`src/rtl/seq_trigger_monitor.sv`:
```
// seq_trigger_monitor
// Ordered-sequence detector for the AES datapath. Watches a WIDTH-bit bus and
// steps through DEPTH programmed patterns (pattern 0 first). Completing the
// sequence raises a sticky trigger and starts rotating an activity register.
//
// Parameters:
//   WIDTH     data bus / pattern width
//   DEPTH     number of patterns in the sequence (1..16)
//   PATTERNS  DEPTH*WIDTH bits, pattern k at PATTERNS[k*WIDTH +: WIDTH]
//   STRICT    1: a non-matching valid word restarts the sequence
//             0: a non-matching word is ignored
//   TIMEOUT   max cycles between consecutive matches (0 disables the timeout)
//   ACT_WIDTH activity register width
//   ACT_INIT  activity reset/reload value
//
// Ports:
//   clk        in   rising-edge clock
//   rst_n      in   asynchronous active-low reset
//   clear      in   synchronous return to idle (highest priority)
//   data_valid in   data is sampled on this edge
//   data       in   monitored word
//   step       out  number of patterns matched so far
//   triggered  out  sticky sequence-complete flag
//   activity   out  rotating activity register
module seq_trigger_monitor #(
  parameter int                        WIDTH     = 128,
  parameter int                        DEPTH     = 4,
  parameter logic [DEPTH*WIDTH-1:0]    PATTERNS  = {128'h1,
                                                    128'h0,
                                                    128'h00112233_44556677_8899aabb_ccddeeff,
                                                    128'h3243f6a8_885a308d_313198a2_e0370734},
  parameter bit                        STRICT    = 1'b1,
  parameter int                        TIMEOUT   = 0,
  parameter int                        ACT_WIDTH = 128,
  parameter logic [ACT_WIDTH-1:0]      ACT_INIT  = 128'haaaaaaaa_aaaaaaaa_aaaaaaaa_aaaaaaaa
) (
  input  logic                         clk,
  input  logic                         rst_n,
  input  logic                         clear,
  input  logic                         data_valid,
  input  logic [WIDTH-1:0]             data,
  output logic [$clog2(DEPTH+1)-1:0]   step,
  output logic                         triggered,
  output logic [ACT_WIDTH-1:0]         activity
);

  localparam int STEP_W = $clog2(DEPTH+1);
  localparam logic [STEP_W-1:0] STEP_LAST = STEP_W'(DEPTH - 1);
  localparam logic [15:0] TMO_LAST = 16'(TIMEOUT - 1);

  typedef enum logic {
    SEARCH    = 1'b0,
    TRIGGERED = 1'b1
  } state_e;

  state_e                state_q, state_d;
  logic [STEP_W-1:0]     step_q, step_d;
  logic [15:0]           tmo_q, tmo_d;
  logic [ACT_WIDTH-1:0]  act_q, act_d;

  logic [WIDTH-1:0]      curPat;
  logic                  hitCur;
  logic                  hitFirst;

  // Select the pattern expected at the current step. Only meaningful in
  // SEARCH, where step_q never exceeds DEPTH-1.
  always_comb begin
    curPat = '0;
    for (int k = 0; k < DEPTH; k++) begin
      if (step_q == STEP_W'(k)) begin
        curPat = PATTERNS[k*WIDTH +: WIDTH];
      end
    end
  end

  assign hitCur   = (data == curPat);
  assign hitFirst = (data == PATTERNS[WIDTH-1:0]);

  // Next-state logic. clear beats a match, and a match beats the timeout.
  // The timeout counter only runs in SEARCH with at least one step matched;
  // it expires on the TIMEOUT-th cycle without an advance.
  always_comb begin
    state_d = state_q;
    step_d  = step_q;
    tmo_d   = tmo_q;
    act_d   = act_q;

    if (clear) begin
      state_d = SEARCH;
      step_d  = '0;
      tmo_d   = '0;
      act_d   = ACT_INIT;
    end else begin
      case (state_q)
        SEARCH: begin
          act_d = ACT_INIT;
          if (data_valid && hitCur) begin
            step_d = step_q + STEP_W'(1);
            tmo_d  = '0;
            if (step_q == STEP_LAST) begin
              state_d = TRIGGERED;
            end
          end else if (data_valid && STRICT) begin
            // Single-word overlap recovery: the offending word may itself
            // start a new sequence.
            step_d = hitFirst ? STEP_W'(1) : '0;
            tmo_d  = '0;
          end else if ((TIMEOUT > 0) && (step_q != '0)) begin
            if (tmo_q == TMO_LAST) begin
              step_d = '0;
              tmo_d  = '0;
            end else begin
              tmo_d = tmo_q + 16'd1;
            end
          end
        end
        TRIGGERED: begin
          // Rotate right by one; written with shifts so ACT_WIDTH=1 is legal.
          act_d = (act_q >> 1) | (act_q << (ACT_WIDTH - 1));
        end
        default: begin
          state_d = SEARCH;
          step_d  = '0;
          tmo_d   = '0;
          act_d   = ACT_INIT;
        end
      endcase
    end
  end

  // State registers with asynchronous active-low reset.
  always_ff @(posedge clk or negedge rst_n) begin
    if (!rst_n) begin
      state_q <= SEARCH;
      step_q  <= '0;
      tmo_q   <= '0;
      act_q   <= ACT_INIT;
    end else begin
      state_q <= state_d;
      step_q  <= step_d;
      tmo_q   <= tmo_d;
      act_q   <= act_d;
    end
  end

  assign step      = step_q;
  assign triggered = (state_q == TRIGGERED);
  assign activity  = act_q;

endmodule

```
`config.mk`:
```
export PLATFORM = sky130hd
export DESIGN_NAME = seq_trigger_monitor
export DESIGN_NICKNAME = d
export VERILOG_FILES = /design/src/rtl/seq_trigger_monitor.sv
export SDC_FILE = /design/constraint.sdc
export NUM_CORES = 1
export LEC_CHECK = 0
export BUFFER_PORTS_ARGS = -buffer_cell sky130_fd_sc_hd__clkbuf_2
export CAP_MARGIN = 20
export CORE_ASPECT_RATIO = 1.75
export CORE_MARGIN = 4
export CORE_UTILIZATION = 49
export CTS_CLUSTER_SIZE = 12
export DETAILED_ROUTE_END_ITERATION = 10
export PLACE_DENSITY_LB_ADDON = 0.15
export SLEW_MARGIN = 5
export SYNTH_ARGS = -nofsm -noshare
export SYNTH_HDL_FRONTEND = slang
export SYNTH_SLANG_ARGS = --single-unit
```
`constraint.sdc`:
```
create_clock -name clk -period 6.25 [get_ports clk]
set_input_delay 0.625 -clock clk [delete_from_list [all_inputs] [get_ports clk]]
set_output_delay 0.625 -clock clk [all_outputs]
set_load 0.03 [all_outputs]
```
==> impl_metrics.env, run 1 <==
export IMPL_post_drt_wl_per_cell_um=18.2
export IMPL_multi_input_comb_area_mm2=0.00173
export IMPL_detail_route_vias_per_cell=5.27
export IMPL_start_kind="register"
export IMPL_std_cell_rows=49
export IMPL_vias=4341
export IMPL_regToRegSetupSlack_ns=3.42
export IMPL_maxCapViolations=0
export IMPL_htreeDepth=4
export IMPL_power_density_mw_per_mm2=274
export IMPL_num_fill_cells=778
export IMPL_avgSynthCellArea_um2=12.5
export IMPL_antenna_found_initial=0
export IMPL_synth_enable_flop_cells=0
export IMPL_path_cells="ha_1, ha_1, or3_4, o31ai_2, o2111ai_1, nor4_2, nand4b_2, o41ai_2"
export IMPL_ys_types=42
export IMPL_ios=264
export IMPL_initial_core_util_pct=50.2
export IMPL_syn_cell_area_mm2=0.00520
export IMPL_worst_setup_path_type="reg -> reg"
export IMPL_detailedRoute_firstPassIterationCount=6
export IMPL_grt_pass1_vias=4569
export IMPL_worstPathRequired_ns=6.55
export IMPL_detailedPlacementHpwl_um=11500
export IMPL_floorplan_die_height_um=144
export IMPL_period_needed_ns=2.83
export IMPL_yosys_top_cells_count="68 x sky130_fd_sc_hd__dfrtp_1, 68 x sky130_fd_sc_hd__nand2b_1, 64 x sky130_fd_sc_hd__and2_1, 64 x sky130_fd_sc_hd__dfstp_2, 30 x sky130_fd_sc_hd__nor4_1"
export IMPL_top_layer="met4"
export IMPL_clock_sink_count=132
export IMPL_cts_tree="done"
export IMPL_clock_root_buffer="sky130_fd_sc_hd__clkbuf_16"
export IMPL_peak_per_stage_delay_on_the_critical_path_ns=0.48
export IMPL_post_route_cells_drive_above_1_share_pct=53.2
export IMPL_drtAntennaViolNets=0
export IMPL_timing_max_transition_violations_final=0
export IMPL_hold_removal_path_class="in -> async"
export IMPL_design_final_nets=821
export IMPL_floorplan_die_width_um=85.9
export IMPL_detail_route_wirelength_um=15000
export IMPL_post_cts_setup_driven_buffer_insertion_count=0
export IMPL_timing_rr_start="step[1]"
export IMPL_power_static_leakage_nw=3.53
export IMPL_core_mm2=0.0104
export IMPL_cp_data_arrival_time_ns=3.13
export IMPL_io_buffer_count=263
export IMPL_worstRegToRegCells=8
export IMPL_timing_setup_tns_ns=0
export IMPL_crit_buf_inv=0
export IMPL_synth_top_area_share_pct=32.7
export IMPL_worst_clock_skew_ns=0.00699
export IMPL_yosys_most_used_dff="sky130_fd_sc_hd__dfrtp_1"
export IMPL_timing_worst_slew_pin_value_ns=0.966
export IMPL_largest_net_degree_at_the_start_of_global_routing=83
export IMPL_maxSlewHeadroom_pct=35.6
export IMPL_cts_repair_resized=0
export IMPL_ys_warn_count=0
export IMPL_design_die_area_mm2=0.0124
export IMPL_rsz_0062_raised_after_global_routing="no"
export IMPL_synth_area_leaders="sky130_fd_sc_hd__dfrtp_1 33%, sky130_fd_sc_hd__dfstp_2 32%, sky130_fd_sc_hd__nand2b_1 8.2%, sky130_fd_sc_hd__and2_1 7.7%, sky130_fd_sc_hd__nor4_1 3.6%"
export IMPL_status="finished clean"
export IMPL_synthToLayoutAreaGrowth_pct=40.5
export IMPL_synth_net_count=552
export IMPL_finalHoldWorstSlack_ns=0.373
export IMPL_insertion_delay_ns=0.40
export IMPL_wl_met3_um=1350
export IMPL_hold_buffers=0
export IMPL_post_route_drc_count=0
export IMPL_cts_buffers_inserted=17
export IMPL_yosysSeqAreaShare_pct=65.0
export IMPL_clock_tree_buf_depth=2
export IMPL_worst_vdd_drop_v=0.000282
export IMPL_first_iter_violations=209
export IMPL_timing_critical_path_to_type="register"
export IMPL_gr_total_overflow=0
export IMPL_synth_top_cell_by_area="sky130_fd_sc_hd__dfrtp_1"
export IMPL_period_share_pct=45.3
export IMPL_postSynth_asyncResetShare_pct=100
export IMPL_grt_pass1_wl_um=23200
export IMPL_final_setup_viol_count=0
export IMPL_largest_fanout_of_any_net_on_the_critical_path=7
export IMPL_timing_rr_end="step[1]"
export IMPL_clkTransAtPathRegs_ns=0.05
export IMPL_max_freq_ghz=0.353
export IMPL_path_delay_family="simple AND/OR/NAND/NOR gates"
export IMPL_wl_met1_um=5400
export IMPL_critical_path_most_common_cell="sky130_fd_sc_hd__ha_1"
export IMPL_detailroute_wirelength_met2_um=7690
export IMPL_yosys_register_bits=132
export IMPL_netlist_instances=415
export IMPL_timing_critical_path_slowest_stage_cell="sky130_fd_sc_hd__dfrtp_1"
export IMPL_grt_usage_pct=24.7
export IMPL_seqCellArea_mm2=0.00338
export IMPL_antenna_cells_inserted=0
export IMPL_place_gp_congestion=0.911
export IMPL_hold_viol_final=0
layout make-up:
class | count | share of cell area, %
Clock inverter | 11 | 2.36
Inverter | 7 | 0.360
Tap cell | 127 | 2.17
Timing Repair Buffer | 266 | 18.5
Multi-Input combinational cell | 260 | 23.7
Sequential cell | 132 | 46.3
Clock buffer | 21 | 6.57
layout by cell type (no fill, tap or decap), types with 3 or more instances in the layout:
master                       netlist  routed
sky130_fd_sc_hd__buf_4             0       3
sky130_fd_sc_hd__nand2_1           7       7
sky130_fd_sc_hd__clkbuf_8          0       4
sky130_fd_sc_hd__or4_1             6       6
sky130_fd_sc_hd__clkbuf_16         0      17
sky130_fd_sc_hd__a21oi_1           3       3
sky130_fd_sc_hd__nand3_1           4       4
sky130_fd_sc_hd__nand4_1          21      21
sky130_fd_sc_hd__clkinvlp_4        0       4
sky130_fd_sc_hd__nor4_1           30      30
sky130_fd_sc_hd__nand3b_1          3       3
sky130_fd_sc_hd__bufinv_16         0       4
sky130_fd_sc_hd__and2_1           64      64
sky130_fd_sc_hd__nor3_1            5       5
sky130_fd_sc_hd__inv_1             7       7
sky130_fd_sc_hd__clkbuf_2          0     262
sky130_fd_sc_hd__nand2b_1         68      68
sky130_fd_sc_hd__nor2_1            7       7
sky130_fd_sc_hd__o21ai_0           3       3
sky130_fd_sc_hd__ha_1              5       5
sky130_fd_sc_hd__or3_1             4       4
sky130_fd_sc_hd__dfrtp_1          68      68
sky130_fd_sc_hd__dfstp_2          64      64
logic make-up after synthesis:
| family | after synthesis | synth area share (%) |
|---|---|---|
| AO/OA/AOI/OAI | 23 | 3.85 |
| flip-flops | 132 | 65.0 |
| AND/OR/NAND/NOR | 232 | 28.1 |
| buffers and inverters | 23 | 1.80 |
| adder cells (fa/ha/maj) | 5 | 1.20 |
worst max path at each step:
stage / cells past startpoint / from / slack [ns] / to
6_report: 8 / step[1] / 3.42 / step[1]
5_1_grt: 8 / step[1] / 3.24 / step[1]
4_1_cts: 8 / step[1] / 3.39 / step[2]
3_5_place_dp: 8 / step[1] / 3.40 / step[2]
3_3_place_gp: 8 / step[1] / 3.44 / step[1]
2_1_floorplan: 8 / step[1] / 3.60 / step[2]
per-layer routing:
metal / track usage [%] / vias to the layer above
li1: - / 1984
met1: 26.8 / 2089
met2: 42.3 / 229
met3: 8.27 / 39
met4: 12.6 / 0
met5: 0 / -
state kept, by name, summed over array words and instances (netlist names):
name and cells:
step 3, activity 128, triggered 1
stage by stage:
stage | cell area [um^2] | setup slack, ns | cells | utilization, % | power (mW)
final | 7310 | 3.42 | 824 | 70.5 | 2.01
after CTS | 7290 | 3.39 | 823 | 70.3 | 2.03
after global routing | 7310 | 3.24 | 824 | 70.5 | 2.07
after detailed placement | 6640 | 3.40 | 791 | 64.0 | 0.952
after global placement | 6640 | 3.44 | 791 | 64.0 | 0.949
after floorplan | 5200 | 3.60 | 415 | - | 0.883
power by group:
part	leakage, nW	switching [mW]	internal [mW]
clock	0.308	0.355	0.711
combinational	1.60	0.0454	0.0364
sequential	1.62	0	0.857
total	3.53	0.401	1.60
No activity file was read; power rests on OpenSTA's default activity.
==> inputs of run 2 (changes only) <==
--- a/config.mk
+++ b/config.mk
@@ -9,7 +9,7 @@
 export CAP_MARGIN = 20
 export CORE_ASPECT_RATIO = 1.75
 export CORE_MARGIN = 4
-export CORE_UTILIZATION = 49
+export CORE_UTILIZATION = 41
 export CTS_CLUSTER_SIZE = 12
 export DETAILED_ROUTE_END_ITERATION = 10
 export PLACE_DENSITY_LB_ADDON = 0.15
==> constraint.sdc (replaced) <==
create_clock -name clk -period 2.6 [get_ports clk]
set_input_delay 0.26 -clock clk [delete_from_list [all_inputs] [get_ports clk]]
set_output_delay 0.26 -clock clk [all_outputs]
set_load 0.03 [all_outputs]
==> run 2 against run 1 <==
Net effect: setup slack worse by 3.4 ns; clock skew grew 0.0026 ns; register-to-register slack got worse by 3.4 ns; combinational power grew to 2.5 times the previous value; clock power up 130%; flip-flop and latch count did not move.
==> impl_metrics.env, run 2 (synthesis results as in run 1) <==
export IMPL_status="finished clean"
export IMPL_peak_per_stage_delay_on_the_critical_path_ns=0.42
export IMPL_io_buffer_count=263
export IMPL_cts_buffers_inserted=17
export IMPL_initial_core_util_pct=41.8
export IMPL_max_freq_ghz=0.393
export IMPL_rsz_0062_raised_after_global_routing="yes"
export IMPL_fin_ws_ns=0.0562
export IMPL_grt_pass1_vias=4723
export IMPL_std_cell_rows=54
export IMPL_layout_cells_non_filler=878
export IMPL_placement_setup_worst_slack_ns=-0.0911
export IMPL_drtAntennaViolNets=0
export IMPL_vias=4401
export IMPL_final_setup_viol_count=0
export IMPL_detail_route_wirelength_um=15000
export IMPL_antenna_cells_inserted=0
export IMPL_core_mm2=0.0124
export IMPL_maxCapViolations=0
export IMPL_hold_removal_path_class="in -> reg"
export IMPL_maxSlewHeadroom_pct=62.6
export IMPL_start_kind="register"
export IMPL_floorplan_die_height_um=157
export IMPL_num_fill_cells=1095
export IMPL_switching_share_pct=20.9
export IMPL_place_gp_congestion=0.884
export IMPL_detailedPlacementHpwl_um=11500
export IMPL_placed_cell_areas_mm2=0.00678
export IMPL_power_static_leakage_nw=3.65
export IMPL_design_final_nets=834
export IMPL_post_route_cells_drive_above_1_share_pct=55.2
export IMPL_detailedRoute_firstPassIterationCount=4
export IMPL_numPlacedInstances=840
export IMPL_worst_clock_skew_ns=0.00959
export IMPL_clock_root_buffer="sky130_fd_sc_hd__clkbuf_16"
export IMPL_power_density_mw_per_mm2=632
export IMPL_clock_tree_buf_depth=2
export IMPL_synthToLayoutAreaGrowth_pct=45.1
export IMPL_crit_buf_inv=0
export IMPL_largest_net_degree_at_the_start_of_global_routing=130
export IMPL_finalHoldWorstSlack_ns=0.248
export IMPL_hold_viol_final=0
export IMPL_ios=264
export IMPL_htreeDepth=4
export IMPL_timing_max_transition_violations_final=0
export IMPL_seq_power_share_pct=43.2
export IMPL_period_needed_ns=2.54
export IMPL_largest_register_ffs=128
export IMPL_antenna_found_initial=0
export IMPL_timing_worst_slew_pin_value_ns=0.561
export IMPL_stdcell_area_mm2=0.00755
export IMPL_grt_pass1_wl_um=23400
export IMPL_total_switching_power_mw=0.997
export IMPL_clkTransAtPathRegs_ns=0.06
export IMPL_design_die_area_mm2=0.0146
export IMPL_worst_vdd_drop_v=0.000517
export IMPL_worst_setup_path_type="reg -> reg"
export IMPL_path_cells="ha_4, ha_4, or3_4, o31ai_4, o2111ai_2, nor4_4, nand4b_4, o41ai_2"
export IMPL_most_common_layout_cells="262 x sky130_fd_sc_hd__clkbuf_2, 67 x sky130_fd_sc_hd__nand2b_1, 65 x sky130_fd_sc_hd__dfrtp_1, 64 x sky130_fd_sc_hd__and2_1, 64 x sky130_fd_sc_hd__dfstp_2"
export IMPL_critical_path_most_common_cell="sky130_fd_sc_hd__ha_4"
export IMPL_p_clk_share_pct=52.4
export IMPL_path_delay_family="simple AND/OR/NAND/NOR gates"
export IMPL_worstPathRequired_ns=2.88
export IMPL_detail_route_vias_per_cell=5.01
export IMPL_floorplan_die_width_um=93.2
export IMPL_post_route_drc_count=0
export IMPL_post_drt_wl_per_cell_um=17.1
export IMPL_gr_total_overflow=0
export IMPL_grt_usage_pct=20.7
export IMPL_most_common_cell_after_layout_fill_and_taps_aside="sky130_fd_sc_hd__clkbuf_2"
export IMPL_period_share_pct=97.8
export IMPL_cts_tree="done"
export IMPL_power_share_combinational_pct=4.4
export IMPL_cp_data_arrival_time_ns=2.83
export IMPL_clock_sink_count=132
export IMPL_insertion_delay_ns=0.40
export IMPL_timing_critical_path_slowest_stage_cell="sky130_fd_sc_hd__dfrtp_2"
export IMPL_cell_internal_pwr_mw=3.77
export IMPL_timing_critical_path_to_type="register"
export IMPL_largest_fanout_of_any_net_on_the_critical_path=5
export IMPL_first_iter_violations=204
-- run 2: cell count changes in the layout (fill, tap and decap cells not counted), sizes merged --
cell         previous run  this run
clkinvlp                4         0
dlygate4sd3             0         1
clkinv                  2         7
inv                     8        10
buf                     4        16
clkbuf                283       280
-- run 2: routing by layer --
layer | GRT usage, % | wire [um] | part of all wire, %
met5 | 0 | 0 | 0
met4 | 12.7 | 692 | 4.6
met3 | 5.88 | 1170 | 7.8
met2 | 36.5 | 7900 | 53
met1 | 21.3 | 5250 | 35
-- run 2: path summary, 6_finish.rpt --
kind	from	end	slack (ns)	cells past startpoint
min in group asynchronous	rst_n	activity[48]	0.40	2
setup / recovery	step[0]	step[1]	0.06	8
hold / removal	clear	step[2]	0.25	2
hold reg to reg	activity[44]	activity[43]	0.46	1
max in group asynchronous	rst_n	activity[57]	1.44	3
setup reg to reg	step[0]	step[1]	0.06	8
-- run 2: area by class of cell --
cell class                 instances  area, um^2  area share, %
clock buffer                      18         429           5.68
clock inverter                    14         200           2.65
inverter                           7        26.3          0.348
multi-input combinational        260        1830           24.2
sequential                       132        3390           44.9
tap                              168         210           2.78
timing repair buffer             279        1470           19.5
-- run 2: timing repair --
| item | 4_1_cts | 5_1_grt |
|---|---|---|
| endpoints found under the hold margin | 20 | 0 |
| setup endpoints to repair | 2 | 4 |
| buffers inserted | 3 | 2 |
| resized for setup | 7 | 10 |
| pin swaps | 7 | 5 |
| hold buffers | 1 | 0 |
-- run 2: power groups by stage --
| stage | Clock (mW) | Sequential (mW) | Combinational (mW) |
|---|---|---|---|
| floorplan | 0 | 2.09 | 0.0292 |
| global placement | 0 | 2.09 | 0.197 |
| detailed placement | 0 | 2.09 | 0.204 |
| CTS | 2.56 | 2.06 | 0.208 |
| global route | 2.66 | 2.06 | 0.232 |
| finish | 2.50 | 2.06 | 0.208 |
-- run 2: worst register-to-register path, delay by kind of cell, from the launching register on --
family / cells / cell delay, ns
AO/OA/AOI/OAI: 3 / 0.69
adder cells (fa/ha/maj): 2 / 0.34
AND/OR/NAND/NOR: 3 / 0.97
flip-flops: 1 / 0.42
-- run 2: metrics by stage --
step / setup TNS, ns / power [mW] / util [%]
after floorplan: 0 / 2.12 / -
after global placement: 0 / 2.29 / 54.5
after detailed placement: -0.145 / 2.30 / 54.5
after CTS: 0 / 4.83 / 60.1
after global routing: -0.0558 / 4.95 / 60.7
final: 0 / 4.77 / 60.7
==> inputs of run 3 (changes only) <==
--- a/config.mk
+++ b/config.mk
@@ -5,11 +5,12 @@
 export SDC_FILE = /design/constraint.sdc
 export NUM_CORES = 1
 export LEC_CHECK = 0
+export ABC_AREA = 1
 export BUFFER_PORTS_ARGS = -buffer_cell sky130_fd_sc_hd__clkbuf_2
 export CAP_MARGIN = 20
 export CORE_ASPECT_RATIO = 1.75
 export CORE_MARGIN = 4
-export CORE_UTILIZATION = 41
+export CORE_UTILIZATION = 43
 export CTS_CLUSTER_SIZE = 12
 export DETAILED_ROUTE_END_ITERATION = 10
 export PLACE_DENSITY_LB_ADDON = 0.15
==> run 3 against run 2 <==
Net effect: largest power group unchanged; clock-buffer cell count grew 3; sequential share of layout area fell by 2.5 points; largest cell class unchanged; worst hold slack worse by 0.065 ns; core utilization fell by 0.96 points; clock power shrank 9.6%.
==> impl_metrics.env, run 3 <==
export IMPL_io_buffer_count=263
export IMPL_detail_route_wirelength_um=18700
export IMPL_finalHoldWorstSlack_ns=0.183
export IMPL_core_mm2=0.0134
export IMPL_detail_route_vias_per_cell=4.78
export IMPL_vias=5472
export IMPL_grt_pass1_vias=5511
export IMPL_timing_critical_path_slowest_stage_cell="sky130_fd_sc_hd__dfrtp_1"
export IMPL_synth_top_cell_by_area="sky130_fd_sc_hd__dfrtp_1"
export IMPL_path_cells="ha_1, ha_1, inv_1, nand3_4, buf_4, o21ai_0, nand2_1, inv_1, nand3_1, nor2_1, nand3_2, nand2_1, nand3_1, nand2_1"
export IMPL_cp_data_arrival_time_ns=2.69
export IMPL_synth_top_area_share_pct=29.0
export IMPL_post_route_cells_drive_above_1_share_pct=46.4
export IMPL_gr_total_overflow=0
export IMPL_yosys_cell_count_top_type="sky130_fd_sc_hd__nand2_1"
export IMPL_largest_register_ffs=128
export IMPL_design_final_nets=1094
export IMPL_clock_root_buffer="sky130_fd_sc_hd__clkbuf_16"
export IMPL_worst_setup_path_type="reg -> reg"
export IMPL_synth_net_count=823
export IMPL_yosysSeqAreaShare_pct=57.6
export IMPL_ios=264
export IMPL_antenna_found_initial=0
export IMPL_yosys_most_used_dff="sky130_fd_sc_hd__dfrtp_1"
export IMPL_maxCapViolations=0
export IMPL_peak_per_stage_delay_on_the_critical_path_ns=0.44
export IMPL_maxSlewHeadroom_pct=61.8
export IMPL_most_common_cell_after_layout_fill_and_taps_aside="sky130_fd_sc_hd__clkbuf_2"
export IMPL_timing_critical_path_to_type="register"
export IMPL_power_density_mw_per_mm2=575
export IMPL_post_route_drc_count=0
export IMPL_floorplan_die_width_um=96.4
export IMPL_drtAntennaViolNets=0
export IMPL_ys_warn_count=0
export IMPL_worstRegToRegCells=14
export IMPL_floorplan_die_height_um=163
export IMPL_critical_path_most_common_cell="sky130_fd_sc_hd__nand2_1"
export IMPL_power_static_leakage_nw=4.05
export IMPL_largest_fanout_of_any_net_on_the_critical_path=10
export IMPL_synth_area_leaders="sky130_fd_sc_hd__dfrtp_1 29%, sky130_fd_sc_hd__dfstp_2 29%, sky130_fd_sc_hd__nand2_1 12%, sky130_fd_sc_hd__nor2_1 9.5%, sky130_fd_sc_hd__or2_2 7.2%"
export IMPL_first_iter_violations=233
export IMPL_clock_tree_buf_depth=2
export IMPL_worstPathRequired_ns=2.93
export IMPL_yosys_register_bits=132
export IMPL_synthToLayoutAreaGrowth_pct=36.2
export IMPL_grt_usage_pct=23.5
export IMPL_synth_enable_flop_cells=0
export IMPL_place_gp_congestion=0.929
export IMPL_hold_path_cell_cnt=4
export IMPL_grt_pass1_wl_um=27700
export IMPL_avgSynthCellArea_um2=8.56
export IMPL_yosys_top_cells_count="181 x sky130_fd_sc_hd__nand2_1, 148 x sky130_fd_sc_hd__nor2_1, 68 x sky130_fd_sc_hd__dfrtp_1, 68 x sky130_fd_sc_hd__or2_2, 64 x sky130_fd_sc_hd__dfstp_2"
export IMPL_period_needed_ns=2.36
export IMPL_clock_sink_count=132
export IMPL_timing_setup_tns_ns=0
export IMPL_worst_vdd_drop_v=0.000554
export IMPL_htreeDepth=4
export IMPL_timing_max_transition_violations_final=0
export IMPL_layout_cells_non_filler=1144
export IMPL_worst_clock_skew_ns=0.00823
export IMPL_start_kind="register"
export IMPL_largest_net_degree_at_the_start_of_global_routing=54
export IMPL_postSynth_asyncResetShare_pct=100
export IMPL_period_share_pct=90.6
export IMPL_max_freq_ghz=0.424
export IMPL_design_die_area_mm2=0.0157
export IMPL_std_cell_rows=56
export IMPL_detailedPlacementHpwl_um=14600
export IMPL_cts_buffers_inserted=17
export IMPL_timing_worst_slew_pin_value_ns=0.568
export IMPL_cts_tree="done"
export IMPL_most_common_layout_cells="262 x sky130_fd_sc_hd__clkbuf_2, 181 x sky130_fd_sc_hd__nand2_1, 148 x sky130_fd_sc_hd__nor2_1, 68 x sky130_fd_sc_hd__or2_2, 67 x sky130_fd_sc_hd__dfrtp_1"
export IMPL_netlist_instances=686
export IMPL_post_drt_wl_per_cell_um=16.3
export IMPL_finalCoreUtilization_pct=59.8
export IMPL_clkTransAtPathRegs_ns=0.05
export IMPL_numPlacedInstances=1111
export IMPL_post_cts_setup_driven_buffer_insertion_count=0
export IMPL_antenna_cells_inserted=0
export IMPL_syn_cell_area_mm2=0.00587
export IMPL_detailedRoute_firstPassIterationCount=6
export IMPL_rsz_0062_raised_after_global_routing="no"
export IMPL_ys_types=30
export IMPL_status="finished clean"
export IMPL_hold_viol_final=0
export IMPL_insertion_delay_ns=0.40
export IMPL_hold_removal_path_class="in -> reg"
export IMPL_initial_core_util_pct=43.9
export IMPL_final_setup_viol_count=0
export IMPL_regToRegSetupSlack_ns=0.24
run 3: cell types whose count changed in the layout (fill, tap and decap cells not counted), sizes merged, moves of 8 or more:
cell    change
nand4       -8
nor4       -27
nand2     +175
nand2b     -68
nand3      +28
o21ai      +13
nor2      +144
or2        +67
inv        +33
and2       -63
run 3: kinds of logic (layout without fill, tap and decap cells):
| group | after synthesis | count (layout) | synth area share [%] |
|---|---|---|---|
| simple gates | 462 | 462 | 34.8 |
| flops | 132 | 132 | 57.6 |
| buf+inv | 65 | 349 | 4.34 |
| compound gates | 22 | 22 | 2.24 |
| fa+ha+maj | 5 | 5 | 1.06 |
run 3: routing by layer:
| metal | global-route usage [%] | vias to the layer above | wire, um |
|---|---|---|---|
| li1 | - | 2662 | - |
| met1 | 24.1 | 2534 | 6360 |
| met2 | 41.9 | 238 | 9680 |
| met3 | 6.29 | 38 | 1720 |
| met4 | 12.8 | 0 | 911 |
| met5 | 0 | - | 0 |
run 3: stage by stage:
step	total power [mW]	setup WS [ns]	instance area [um^2]
finish	4.60	0.243	8000
global route	4.78	0.0894	8000
CTS	4.65	0.175	7990
detailed placement	2.38	0.209	7410
global placement	2.38	0.298	7410
floorplan	2.18	0.401	5870
run 3: path summary, 6_finish.rpt:
path	start	endpoint
min in group asynchronous	rst_n	activity[70]
worst max-delay path	step[1]	step[0]
worst min register to register	activity[104]	activity[103]
worst min-delay path	data_valid	step[0]
max in group asynchronous	rst_n	activity[85]
worst max register to register	step[1]	step[0]
run 3: area by class of cell:
cell class,instances,area [um^2]
clock inverter,11,103
tap,174,218
timing repair buffer,275,1420
sequential,132,3380
clock buffer,21,470
inverter,42,158
multi-input combinational,489,2240
fill,1266,5380
run 3: power by group:
| part | internal, mW | total (mW) | switching [mW] | leakage (nW) |
|---|---|---|---|---|
| sequential | 2.06 | 2.06 | 0.00000000000000273 | 1.62 |
| clock | 1.39 | 2.26 | 0.863 | 0.275 |
| combinational | 0.114 | 0.282 | 0.169 | 2.16 |
run 3: repair_timing:
| action | in CTS | in global routing |
|---|---|---|
| gates resized for setup | 0 | 1 |
| setup endpoints to repair | 0 | 1 |
| hold buffers | 1 | 0 |
| endpoints found under the hold margin | 16 | 0 |
run 3: worst max-delay path: cells and delay by family, from the launching register on:
kind	cells	cell delay, ns
AOI/OAI and AO/OA	1	0.07
buffers and inverters	3	0.44
DFF	1	0.44
adders and majority gates	2	0.44
and+or+nand+nor	8	0.90
